[src/rtl/neopixel_rx.sv]
// neopixel_rx: WS2812 serial line decoder.
//
// Oversamples din, classifies each high pulse as a 0/1 bit by its length,
// assembles NBITS bits into a shadow buffer and commits the shadow to
// framebuf when the line has been low for RESET_CYC samples (latch gap).
//
// Ports:
//   clk          oversampling clock
//   nrst         synchronous active-low reset
//   din          asynchronous serial data line
//   framebuf     last complete frame, received bit i at framebuf[i]
//   frame_valid  one-cycle pulse when framebuf updates
//   err          one-cycle pulse on short frame, overflow, stuck-high line
//                or filtered glitch
//   busy         high while a frame is in progress (bit count nonzero)
//
// Build option: define NEOPIXEL_RX_GLITCH_EN to drop high pulses shorter
// than GLITCH_CYC samples (err pulse, no bit stored, low timing continues).
module neopixel_rx #(
    parameter int NBITS      = 384,
    parameter int T1_MIN_CYC = 8,
    parameter int RESET_CYC  = 800,
    parameter int GLITCH_CYC = 2
) (
    input  logic             clk,
    input  logic             nrst,
    input  logic             din,
    output logic [NBITS-1:0] framebuf,
    output logic             frame_valid,
    output logic             err,
    output logic             busy
);
    localparam int CW = $clog2(RESET_CYC + 1);
    localparam int BW = $clog2(NBITS + 1);
    localparam logic [CW-1:0] CNT_MAX    = CW'(RESET_CYC);
    localparam logic [CW-1:0] T1_THR     = CW'(T1_MIN_CYC);
    localparam logic [CW-1:0] GLITCH_THR = CW'(GLITCH_CYC);
    localparam logic [BW-1:0] BIT_MAX    = BW'(NBITS);
`ifdef NEOPIXEL_RX_GLITCH_EN
    localparam logic GLITCH_EN = 1'b1;
`else
    localparam logic GLITCH_EN = 1'b0;
`endif

    typedef enum logic [1:0] {SYNC, IDLE, HIGH, LOW} state_t;

    state_t           state;
    logic             s_meta, s, s_prev;
    logic [CW-1:0]    hcnt, lcnt, hcnt_inc, lcnt_inc;
    logic [BW-1:0]    bitcnt;
    logic             discard;
    logic [NBITS-1:0] shadow;
    logic             rise, glitch;

    assign rise   = s & ~s_prev;
    // Evaluated only at a falling edge (s low while in HIGH).
    assign glitch = GLITCH_EN & (hcnt < GLITCH_THR);
    assign busy   = (bitcnt != '0);

    always_comb begin
        hcnt_inc = (hcnt == CNT_MAX) ? hcnt : hcnt + CW'(1);
        lcnt_inc = (lcnt == CNT_MAX) ? lcnt : lcnt + CW'(1);
    end

    always_ff @(posedge clk) begin
        if (!nrst) begin
            s_meta      <= 1'b0;
            s           <= 1'b0;
            s_prev      <= 1'b0;
            state       <= SYNC;
            hcnt        <= '0;
            lcnt        <= '0;
            bitcnt      <= '0;
            discard     <= 1'b0;
            shadow      <= '0;
            framebuf    <= '0;
            frame_valid <= 1'b0;
            err         <= 1'b0;
        end else begin
            s_meta      <= din;
            s           <= s_meta;
            s_prev      <= s;
            frame_valid <= 1'b0;
            err         <= 1'b0;
            case (state)
                // Only a full latch gap of low samples lets bits in.
                SYNC: begin
                    if (s) begin
                        lcnt <= '0;
                    end else if (lcnt_inc == CNT_MAX) begin
                        lcnt  <= '0;
                        state <= IDLE;
                    end else begin
                        lcnt <= lcnt_inc;
                    end
                end
                IDLE: begin
                    if (rise) begin
                        hcnt  <= CW'(1);
                        state <= HIGH;
                    end
                end
                HIGH: begin
                    if (s) begin
                        hcnt <= hcnt_inc;
                        if (hcnt_inc == CNT_MAX) begin
                            // Stuck-high line: drop the frame and resync.
                            err     <= 1'b1;
                            bitcnt  <= '0;
                            discard <= 1'b0;
                            lcnt    <= '0;
                            state   <= SYNC;
                        end
                    end else if (glitch) begin
                        // Pulse ignored; the surrounding low time keeps counting.
                        err <= 1'b1;
                        if (bitcnt == '0) begin
                            state <= IDLE;
                        end else begin
                            lcnt  <= lcnt_inc;
                            state <= LOW;
                        end
                    end else begin
                        lcnt  <= CW'(1);
                        state <= LOW;
                        if (bitcnt == BIT_MAX) begin
                            // Only the first overflowing bit reports.
                            if (!discard) err <= 1'b1;
                            discard <= 1'b1;
                        end else begin
                            shadow[bitcnt] <= (hcnt >= T1_THR);
                            bitcnt         <= bitcnt + BW'(1);
                        end
                    end
                end
                LOW: begin
                    if (rise) begin
                        hcnt  <= CW'(1);
                        state <= HIGH;
                    end else if (lcnt_inc == CNT_MAX) begin
                        if (!discard) begin
                            if (bitcnt == BIT_MAX) begin
                                framebuf    <= shadow;
                                frame_valid <= 1'b1;
                            end else if (bitcnt != '0) begin
                                err <= 1'b1;
                            end
                        end
                        bitcnt  <= '0;
                        discard <= 1'b0;
                        lcnt    <= '0;
                        state   <= IDLE;
                    end else begin
                        lcnt <= lcnt_inc;
                    end
                end
                default: state <= SYNC;
            endcase
        end
    end
endmodule

[config.mk]
export PLATFORM = sky130hd
export DESIGN_NAME = neopixel_rx
export DESIGN_NICKNAME = d
export VERILOG_FILES = /design/src/rtl/neopixel_rx.sv
export SDC_FILE = /design/constraint.sdc
export NUM_CORES = 2
export LEC_CHECK = 0
export CORE_MARGIN = 2
export CORE_UTILIZATION = 50
export CTS_BUF_LIST = sky130_fd_sc_hd__clkbuf_16
export DETAILED_ROUTE_END_ITERATION = 7
export PLACE_DENSITY = 0.76
export SYNTH_ARGS = -nofsm -noshare
export SYNTH_HDL_FRONTEND = slang
export SYNTH_SLANG_ARGS = --single-unit
[constraint.sdc]
create_clock -name clk -period 2.83 [get_ports clk]
set_input_delay 0.283 -clock clk [delete_from_list [all_inputs] [get_ports clk]]
set_output_delay 0.283 -clock clk [all_outputs]
set_load 0.02 [all_outputs]
======== Yosys cells after proc, flatten, opt, wreduce, memory -nomap -nowiden ========
Index checks and enable logic that the tools add are counted.
W data, S select, Z words.
word-level totals
  bits in registers ....................... 805
  output and inout bits ................... 387
cells by class
  add/subtract/negate cells ............... 3
  order comparisons ....................... 3
  equal/unequal tests ..................... 17
  muxes and demuxes ....................... 44
  bitwise operators ....................... 9
  reduce and logical (&&, ||, !) cells .... 15
operators with widths
  kind                     count
  $bwmux W384              1
  $mux W10                 9
  $mux W9                  5
  $eq A10 B10 Y1 const B   4
  $pmux W10 S3             1
  $add A10 B1 Y10 const B  2
  $pmux W10 S2             1
  $pmux W9 S2              1
  $mux W1                  16
  $reduce_and A5 Y1        3
  $mux W2                  6
  $reduce_and A3 Y1        4
  $ge A10 B4 Y1 const B    1
  $lt A9 B10 Y1 const B    1
  $ne A2 B2 Y1 const B     5
  $add A9 B1 Y9 const B    1
  $demux W1 S9             1
  $eq A9 B9 Y1 const B     1
  $ge A9 B1 Y1 const B     1
  $ne A3 B3 Y1 const B     3
  $reduce_bool A9 Y1       1
  $not A1 Y1               8
  $pmux W2 S4              1
  $reduce_or A5 Y1         1
  other kinds (10)         13

======== Logic depth before layout (Yosys ltp) ========
  word-level depth ........................ 7
  depth in mapped cells ................... 12

======== Worst setup path before layout ========
No wires, ideal clock.
  path type ............................... reg2reg
  start ................................... register lcnt[0]
  end ..................................... register framebuf[0]
  library setup time ...................... 132 ps
  arrival ................................. 2607 ps
  data required time ...................... 2698 ps
  setup slack ............................. 91 ps
  stages on the path, launching flop included .. 12
  path buffers ............................ 3
  clock period less this slack ............ 2739 ps
  path through ............................ dfxtp_1 > ha_1 > or4bb_1 > o311ai_0 > and4_1 > nand4_4 > or4_1 > buf_2 > buf_6 > buf_6 > nand2_1 > a21oi_1
on the way
  longest elaborated chain between the ends .. 4
  elaborated cells on any way between the ends .. 5
  those cells by class .................... add/sub: 1; eq/ne: 2; mux: 1; reduce/logical: 1
ends and longest elaborated chain
  element                                            RTL line  source
  start, declared                                    49        logic [CW-1:0] hcnt, lcnt, hcnt_inc, lcnt_inc;
  start signal, assigned                             94        lcnt <= lcnt_inc;
  start signal, assigned                             120       lcnt <= lcnt_inc;
  start signal, assigned                             154       lcnt <= lcnt_inc;
  $add A10 B1 Y10 or $eq A10 B10 Y1 (tied branches)  62        lcnt_inc = (lcnt == CNT_MAX) ? lcnt : lcnt + CW'(1);
  $mux W10 (*)                                       62
  $eq A10 B10 Y1 (*)                                 140       end else if (lcnt_inc == CNT_MAX) begin
  $reduce_and A5 Y1 (no line) (*)                    n/a
  end signal, assigned                               143       framebuf <= shadow;
  end, declared                                      28        output logic [NBITS-1:0] framebuf,
Every way passes the cells marked *; elsewhere a longest branch is shown, timed or not.
A chain may end at the register's enable or synchronous reset.

======== Worst setup path after layout ========
  start ................................... register lcnt[1]
  end ..................................... register framebuf[47]
The elaborated chain is that of the path after synthesis.

==> out/metrics.cfg <==
[setup_path]
cp_num_cells = 10
slowest_delay_ns = 0.71
setup.worst_path.end = framebuf[47]
cp.arrival_ns = 3.48
crit_buf_inv = 2
r2r-end = framebuf[47]
cp-startpoint = lcnt[1]
cp_slowest_cell = or4_4
r2r_cells = 10
crit_fanout = 25
cpLargestDelayFamily = simple AND/OR/NAND/NOR gates
worstSetupPathType = reg2reg
required_ns = 3.32
worstSetupEndpointType = flip-flop
critPathLaunchType = flip-flop
timing.rr.start = lcnt[1]
ff2ff_setup_slack_ns = -0.16
path_cells = ha_4 > or4bb_1 > o311ai_2 > and4_4 > nand4_4 > or4_4 > buf_12 > clkbuf_16 > nand2_1 > a21oi_1

[grt]
grt_max_degree = 159
track_usage = 0.278
grt_pass1_vias = 24300
gr-total-overflow = 0
grt_pass1_wl_um = 140000
antenna_found_initial = 1

[routing]
initialDrtViolationCount = 3478
vias = 28400
drc = 0
antenna_left = 0
routedWlPerCell_um = 22.0
via_per_inst = 6.06
firstDrtPassIters = 6
totalWireLength_um = 103000

[power_and_ir_drop]
cellPowerDensity_nw_per_um2 = 539
vdd_drop_max_mv = 0.496
p_leak_nw = 12.6
power_mw = 22.0

[final_layout]
drive_gt1_frac = 0.192
synthToLayoutAreaGrowth_pct = 35.7
fill_cells = 4403
stdcell_count = 4687
final_cell_mix = dfxtp_1, nand2_1, a21oi_1
nets = 3865
layout_commonest_cell = dfxtp_1

[clocking]
clk_pin_slew_worst_paths_ns = 0.07
cts_hold_buf = 0
worstSkewPairLatency_ns = 0.63
cts_tree = done
htree_num_levels = 3
cts_buffers = 81
cts_num_sinks = 805
clock-root-buffer = clkbuf_16
cts_max_path_buffers = 3

[sta]
slew_headroom = 0.377
grt_setup_unrepaired = true
fmax_mhz = 334
layout_setup_ws_ns = -0.161
timing.final.crit_share = 1.06
finClkSkew_ns = 0.0265
setup_viol = 383
holdWs_ns = 0.320
period_minus_slack_ns = 2.99
worst_pin_slew_ns = 0.935
finalHoldViolations = 0
drv_slew = 0

[yosys]
netlist-cell-type-count = 66
yosys_warnings = 0
syn_area_um2 = 30100
synth_top_family_by_area = compound AO/OA/AOI/OAI gates
synth-async-reset-ratio = 0
synth_ff_type = dfxtp_1
yosysSeqAreaShare = 0.536
synth_seq_cells = 805
synth_xor_area_frac = 0.00146
synth_top_area_frac = 0.536
synth_simple_gate_area_share = 0.168
muxShareOfSynthArea = 0.000333
syn_avg_cell_area_um2 = 8.47
yosysTopAreaCell = dfxtp_1
synthCells = 3552
synth_edf_count = 0
synth_nets = 3563
synth.area.top_cells = dfxtp_1, a21oi_1, nand2_1
synth_compound_area_frac = 0.233
yosys.area_share.adder = 0.00333

[place]
placed_cells = 4475
io_buffers = 389
hpwl_um = 55800
gp_congestion = 0.918

[die]
io_pins = 390
core-area_um2 = 59200
die_y_um = 249
rows = 89
chipWidth_um = 249
die_area_um2 = 62200
initial_utilization = 0.508

[hold_path]
hp-class = in2reg
min_path_cells = 2

[outcome]
status = finished, violations left
violations = negative setup slack

[run]
maxCapViolCount = 0

routing by layer:
layer,GRT usage,part of all wire
met3,0.0424,0.10
met4,0.0941,0.035
met5,0,0
met2,0.418,0.45
met1,0.405,0.42
what timing repair did:
action,in CTS,in global routing
resized for setup,8,610
cloned,2,46
setup buffers,4,17
endpoints found under the setup margin,340,392
pin swaps,4,148
worst reg2reg max path, stage by stage, from the launching register on:
cell and delay [ns]:
dfxtp_2 0.34, ha_4 0.16, or4bb_1 0.52, o311ai_2 0.11
and4_4 0.29, nand4_4 0.11, or4_4 0.71, buf_12 0.23
clkbuf_16 0.21, nand2_1 0.10, a21oi_1 0.08
where the power goes:
group	internal [mW]	total (mW)	switching (mW)
sequential	11.3	11.3	0.00898
clock	5.75	10.3	4.58
combinational	0.0766	0.335	0.258
registers in the layout (all words and copies together) (netlist names), 2 cells and up:
name,cells
state,2
framebuf,384
lcnt,10
hcnt,10
shadow,384
bitcnt,9
cells by family after synthesis:
group,Yosys count
AO/OA/AOI/OAI,1116
XOR/XNOR,5
adder cells (fa/ha/maj),8
buffers and inverters,375
flip-flops,805
multiplexers,1
AND/OR/NAND/NOR,1242
final cells by class:
type	count	area, um^2	share of cell area
timing repair buffer	584	6910	0.169
clock inverter	60	464	0.0114
multi-input combinational	2372	14300	0.350
inverter	10	50.0	0.00123
tap	773	967	0.0237
sequential	805	16100	0.395
clock buffer	82	2050	0.0502
antenna	1	2.50	0.0000613
stage by stage:
| stage | setup TNS [ns] | setup WS (ns) | area [um^2] | util |
|---|---|---|---|---|
| 6_report | -33.06 | -0.161 | 40800 | 0.689 |
| 5_1_grt | -54.02 | -0.236 | 40800 | 0.689 |
| 4_1_cts | -6.97 | -0.0601 | 37500 | 0.633 |
| 3_5_place_dp | -7.01 | -0.0774 | 34800 | 0.588 |
| 3_3_place_gp | -0.0231 | -0.0123 | 34800 | 0.588 |
| 2_1_floorplan | 0 | 0.0907 | 30100 | - |
worst min path at each step:
stage / endpoint / start / slack, ns
floorplan: s_meta / din / 0.41
global placement: s / s_meta / 0.42
detailed placement: s / s_meta / 0.43
CTS: s_meta / din / 0.30
global route: s_meta / din / 0.32
finish: s_meta / din / 0.32
cell usage after synthesis, types with 10 or more instances:
library cell,count
nand2_1,810
dfxtp_1,805
a21oi_1,668
nor2_1,298
clkbuf_1,274
a311oi_1,255
a211oi_1,134
buf_2,49
buf_6,40
nand3_1,21
and2_1,20
nor3_1,18
o21ai_0,18
nand2b_1,10
No activity file was read; power rests on OpenSTA's default activity.
